## src/rtl/io_out_fifo.sv

```systemverilog
// io_out_fifo: first-word-fall-through FIFO between the processor output
// strobe and a valid/ready sink. Each entry carries {port address, data}.
// Words that arrive while the FIFO is full (and nothing is leaving) are
// dropped, and the sticky ovf flag records the loss.
//
// Handshake: the sink side uses strict valid/ready. A transfer happens on a
// rising edge where m_valid=1 and m_ready=1. While m_valid=1 and m_ready=0,
// m_valid, m_data and m_addr hold stable. m_ready is ignored while m_valid=0.
// The write side has no back-pressure: out_en is a one-shot strobe.
module io_out_fifo #(
    parameter int NUBITS = 16,
    parameter int NBIOOU = 2,
    parameter int FDEPTH = 8
) (
    input  logic                      clk,
    input  logic                      rst,
    input  logic                      out_en,
    input  logic [NBIOOU-1:0]         addr_out,
    input  logic [NUBITS-1:0]         io_out,
    output logic                      m_valid,
    input  logic                      m_ready,
    output logic [NUBITS-1:0]         m_data,
    output logic [NBIOOU-1:0]         m_addr,
    output logic                      full,
    output logic [$clog2(FDEPTH):0]   count,
    output logic                      ovf,
    input  logic                      ovf_clr
);

    localparam int PW = $clog2(FDEPTH);
    localparam int CW = PW + 1;
    localparam int EW = NBIOOU + NUBITS;

    logic [EW-1:0] mem [FDEPTH];
    logic [PW-1:0] wr_ptr;
    logic [PW-1:0] rd_ptr;
    logic [CW-1:0] cnt;
    logic          ovf_q;
    logic          push;
    logic          pop;
    logic          drop;
    logic [EW-1:0] head;

    // Status flags come only from the registered occupancy, so there is no
    // combinational path from the write side to the sink side.
    assign m_valid = (cnt != '0);
    assign full    = (cnt == CW'(FDEPTH));
    assign count   = cnt;
    assign ovf     = ovf_q;

    // A pop frees a slot in the same edge, so a full FIFO still accepts a
    // write when the sink is taking the head.
    assign pop  = m_valid && m_ready;
    assign push = out_en && (!full || pop);
    assign drop = out_en && full && !pop;

    // Storage is never reset; the head is forced to zero while empty so the
    // outputs are defined straight out of reset.
    assign head   = mem[rd_ptr];
    assign m_data = m_valid ? head[NUBITS-1:0]  : '0;
    assign m_addr = m_valid ? head[EW-1:NUBITS] : '0;

    // Entry write at the write pointer; no reset needed on the data array.
    always_ff @(posedge clk) begin
        if (push) begin
            mem[wr_ptr] <= {addr_out, io_out};
        end
    end

    // Pointers wrap naturally modulo FDEPTH (power of two).
    always_ff @(posedge clk) begin
        if (rst) begin
            wr_ptr <= '0;
            rd_ptr <= '0;
        end else begin
            if (push) begin
                wr_ptr <= wr_ptr + PW'(1);
            end
            if (pop) begin
                rd_ptr <= rd_ptr + PW'(1);
            end
        end
    end

    // Occupancy: simultaneous push and pop leaves it unchanged.
    always_ff @(posedge clk) begin
        if (rst) begin
            cnt <= '0;
        end else begin
            case ({push, pop})
                2'b10:   cnt <= cnt + CW'(1);
                2'b01:   cnt <= cnt - CW'(1);
                default: cnt <= cnt;
            endcase
        end
    end

    // Sticky overflow: a new drop wins over a coincident clear.
    always_ff @(posedge clk) begin
        if (rst) begin
            ovf_q <= 1'b0;
        end else if (drop) begin
            ovf_q <= 1'b1;
        end else if (ovf_clr) begin
            ovf_q <= 1'b0;
        end
    end

endmodule
```

## config.mk

```make
export PLATFORM = sky130hd
export DESIGN_NAME = io_out_fifo
export DESIGN_NICKNAME = d
export VERILOG_FILES = /design/src/rtl/io_out_fifo.sv
export SDC_FILE = /design/constraint.sdc
export NUM_CORES = 1
export LEC_CHECK = 0
export CAP_MARGIN = 20
export CELL_PAD_IN_SITES_DETAIL_PLACEMENT = 1
export CELL_PAD_IN_SITES_GLOBAL_PLACEMENT = 1
export CORE_UTILIZATION = 35
export CTS_BUF_LIST = sky130_fd_sc_hd__clkbuf_2 sky130_fd_sc_hd__clkbuf_4 sky130_fd_sc_hd__clkbuf_8
export CTS_CLUSTER_DIAMETER = 50
export DETAILED_ROUTE_END_ITERATION = 7
export PLACE_DENSITY_LB_ADDON = 0.25
export SLEW_MARGIN = 5
export SYNTH_ARGS = -nofsm -noshare
export SYNTH_HDL_FRONTEND = slang
export SYNTH_SLANG_ARGS = --single-unit
```

## constraint.sdc

```tcl
create_clock -name clk -period 3.68 [get_ports clk]
set_clock_uncertainty 0.2 [all_clocks]
set_input_delay 0.736 -clock clk [delete_from_list [all_inputs] [get_ports clk]]
set_output_delay 0.736 -clock clk [all_outputs]
set_load 0.01 [all_outputs]
```

==> run_results.csv <==
group,metric,value,unit
setup_path,r2r-start,"count[1]",
floorplanning,ios,48,
run,cap_violations,0,
logic_synthesis,synth_compound_area_frac,0.0179,
logic_synthesis,muxShareOfSynthArea,0.162,
finish,diodes,0,
sta,setup_viol,0,
floorplanning,dieArea,0.0183,sq mm
placed_design,io_buffers,47,
setup_path,cp-start-kind,"register",
sta,finalHoldViolCount,0,
logic_synthesis,ys_ff_latch,158,
sta,fin_crit_sh,0.906,
placed_design,gp_congestion,0.716,
logic_synthesis,ys_types,36,
logic_synthesis,netlist_area,0.00623,sq mm
setup_path,cp_top_family,"buffers and inverters",
drt,drt_iter0_drc,128,
floorplanning,start_util,0.359,
global_routing,overflow,0,
sta,worstMarginPinSlew,0.610,ns
finish,design_area,0.00743,sq mm
clock_tree,root_buffer,"clkbuf_8",
drt,first_pass_iters,4,
pwr,p_leak,2.32,nW
finish,multiInputGateArea,0.00155,sq mm
floorplanning,core_area,0.0174,sq mm
floorplanning,die_h,135,um
drt,drc_errors,0,
global_routing,grt_first_pass_wirelength,19.0,mm
global_routing,track_usage,0.147,
logic_synthesis,syn_area_per_cell,19.8,sq um
logic_synthesis,syn_inst,315,
sta,max-slew-margin-rel,0.591,
setup_path,critical_path.max_fanout,36,
setup_path,critPathMaxStageDelay,0.55,ns
pwr,p_switching,1.23,mW
logic_synthesis,synth_top_family_by_area,"multiplexers",
global_routing,grt_pass1_vias,3391,
global_routing,antenna_found_initial,0,
sta,maxSlewViolCount,0,
drt,wl_per_cell,19.9,um
clock_tree,post_cts_resized,0,
pwr,vdd_drop_max,0.391,mV
placed_design,dp_hpwl,7.07,mm
logic_synthesis,yosys.area_share.simple,0.0464,
clock_tree,clock_path_buffers,2,
logic_synthesis,syn-num-nets,341,
global_routing,grt_max_degree,37,
sta,fmax,300,MHz
clock_tree,post_cts.repair.setup_buffers,0,
clock_tree,cts.htree.levels,4,
setup_path,cp_slowest_cell,"mux4_2",
pwr,pwr-share-comb,0.275,
logic_synthesis,synth_fa_ha_area_frac,0.00602,
clock_tree,cts_hold_repair.buffers,0,
setup_path,cp-end-kind,"output pin",
finish,syn2layout_area_growth,19.3,%
finish,fin_nets,405,
min_path,hold_path.class,"reg2reg",
pwr,p_seq_frac,0.464,
pwr,p_sw_frac,0.270,
setup_path,path_cells,"buf_12 -> mux4_2 -> mux2i_1 -> nor2_1 -> clkdlybuf4s50_1",
floorplanning,fp-row-count,48,
clock_tree,numCtsBuffers,17,
placed_design,place_area,0.00707,sq mm
finish,seq_area,0.00461,sq mm
setup_path,path_class,"reg2out",
logic_synthesis,synth_xor_area_frac,0.0112,
sta,setup_tns,0,ns
setup_path,cp.required,2.74,ns
pwr,internal_power,3.31,mW
floorplanning,fp.dieW,135,um
sta,rsz0062_at_grt,"no",
clock_tree,clock_latency,0.43,ns
sta,fin_crit,3.33,ns
outcome,outcome,"completed",
finish,fill_cells,1653,
pwr,power_frac_clock,0.261,
setup_path,crit_buf_inv,2,
setup_path,worstPathArrival,2.40,ns
logic_synthesis,yosys_warnings,0,
placed_design,place_worst_setup_slack,0.654,ns
logic_synthesis,ys_seq_area_frac,0.739,
drt,routed_wl,12.3,mm
drt,postRouteAntennaNets,0,
min_path,hold_start,"ovf",
clock_tree,clk_pin_slew_worst_paths,0.07,ns
drt,vias,3058,
clock_tree,cts.sinks,158,
clock_tree,cts_tree,"yes",
drt,via_per_inst,4.96,
sta,fin_ws,0.346,ns
pwr,p_per_area,611,mW/mm^2
finish,drive_gt1_frac,0.233,
==> cell families (layout without fill, tap and decap cells) <==
| logic type | after synthesis | in the layout |
|---|---|---|
| compound gates | 12 | 12 |
| xor+xnor | 8 | 8 |
| fa+ha+maj | 3 | 3 |
| buf+inv | 21 | 97 |
| flops | 158 | 158 |
| mux | 56 | 56 |
| simple gates | 57 | 57 |
==> final cells by class <==
type / instances / share of cell area
Tap cell: 225 / 0.0379
Clock inverter: 10 / 0.0131
Clock buffer: 21 / 0.0355
Inverter: 3 / 0.00151
Multi-Input combinational cell: 136 / 0.208
Sequential cell: 158 / 0.620
Timing Repair Buffer: 63 / 0.0845
==> synth_stat cells (all sizes together) <==
cell type	instances	share of area
a311oi	1	0.0014
nor3	5	0.0040
nand3b	1	0.0012
edfxtp	144	0.69
nor4	3	0.0054
nand3	2	0.0016
o221ai	1	0.0014
nand4b	1	0.0014
nand2b	5	0.0050
buf	15	0.013
or4b	1	0.0022
o311ai	1	0.0014
or2	1	0.0010
nor3b	1	0.0012
nor4bb	1	0.0016
xnor2	4	0.0056
o21ai	1	0.0026
mux4	36	0.13
inv	3	0.0018
xor2	4	0.0056
nor2	32	0.019
a211oi	1	0.0020
dfxtp	14	0.045
clkbuf	3	0.0020
a21oi	3	0.0024
o311a	1	0.0016
ha	3	0.0060
mux2i	20	0.032
nand2	4	0.0024
o211ai	2	0.0024
o41ai	1	0.0026
==> worst register-to-register path, delay by kind of cell, from the launching register on <==
kind	cells	cell delay, ns
XOR/XNOR	1	0.08
flip-flops	1	0.46
adder cells (fa/ha/maj)	1	0.22
AO/OA/AOI/OAI	3	1.01
AND/OR/NAND/NOR	3	0.47
==> path summary, 6_finish.rpt <==
kind,end,slack [ns],cells past startpoint
setup / recovery,m_data[15],0.35,5
setup reg to reg,count[2],1.11,8
hold / removal,ovf,0.28,2
hold reg to reg,ovf,0.28,2
==> layout by cell type, fill, tap and decap left out, types with 2 or more instances in the layout <==
master,netlist,layout
edfxtp_1,144,144
clkdlybuf4s50_1,0,47
mux4_2,36,36
nor2_1,32,32
mux2i_1,20,20
clkbuf_8,0,17
dfxtp_1,14,13
buf_4,3,13
nand2b_1,5,5
xnor2_1,4,4
nand2_1,4,4
nor3_2,0,4
xor2_1,4,4
clkinv_1,0,4
clkbuf_4,0,4
inv_1,3,3
a21oi_1,3,3
ha_1,3,3
clkinv_2,0,3
buf_12,0,3
o211ai_1,2,2
nand3_1,2,2
bufinv_16,0,2
==> flip-flops by register name, summed over array words and instances (netlist names), named ones only <==
| register | cells |
|---|---|
| wr_ptr | 3 |
| ovf | 1 |
| mem | 144 |
| rd_ptr | 3 |
| count | 4 |
==> power by group through the flow <==
stage,combinational [mW],sequential [mW],clock (mW)
detailed placement,1.28,2.15,0
global placement,1.27,2.14,0
CTS,1.29,2.11,1.23
finish,1.25,2.11,1.18
floorplan,0.792,2.10,0
global route,1.37,2.12,1.29
==> layer usage <==
| metal | global-route usage | wire, um | up-vias |
|---|---|---|---|
| li1 | - | - | 1388 |
| met5 | 0 | 0 | - |
| met4 | 0.0518 | 124 | 0 |
| met3 | 0.0400 | 428 | 11 |
| met1 | 0.180 | 5310 | 1611 |
| met2 | 0.248 | 6410 | 48 |
==> through the flow <==
stage                     utilization  hold WS (ns)  power (mW)  cells
after floorplan                     -         0.254        2.89    315
after global placement          0.407         0.271        3.42    585
after detailed placement        0.407         0.281        3.43    585
after CTS                       0.428         0.295        4.62    616
after global routing            0.428         0.321        4.77    616
final                           0.428         0.279        4.54    616
Note: power is estimated with default switching activity, not from simulation.
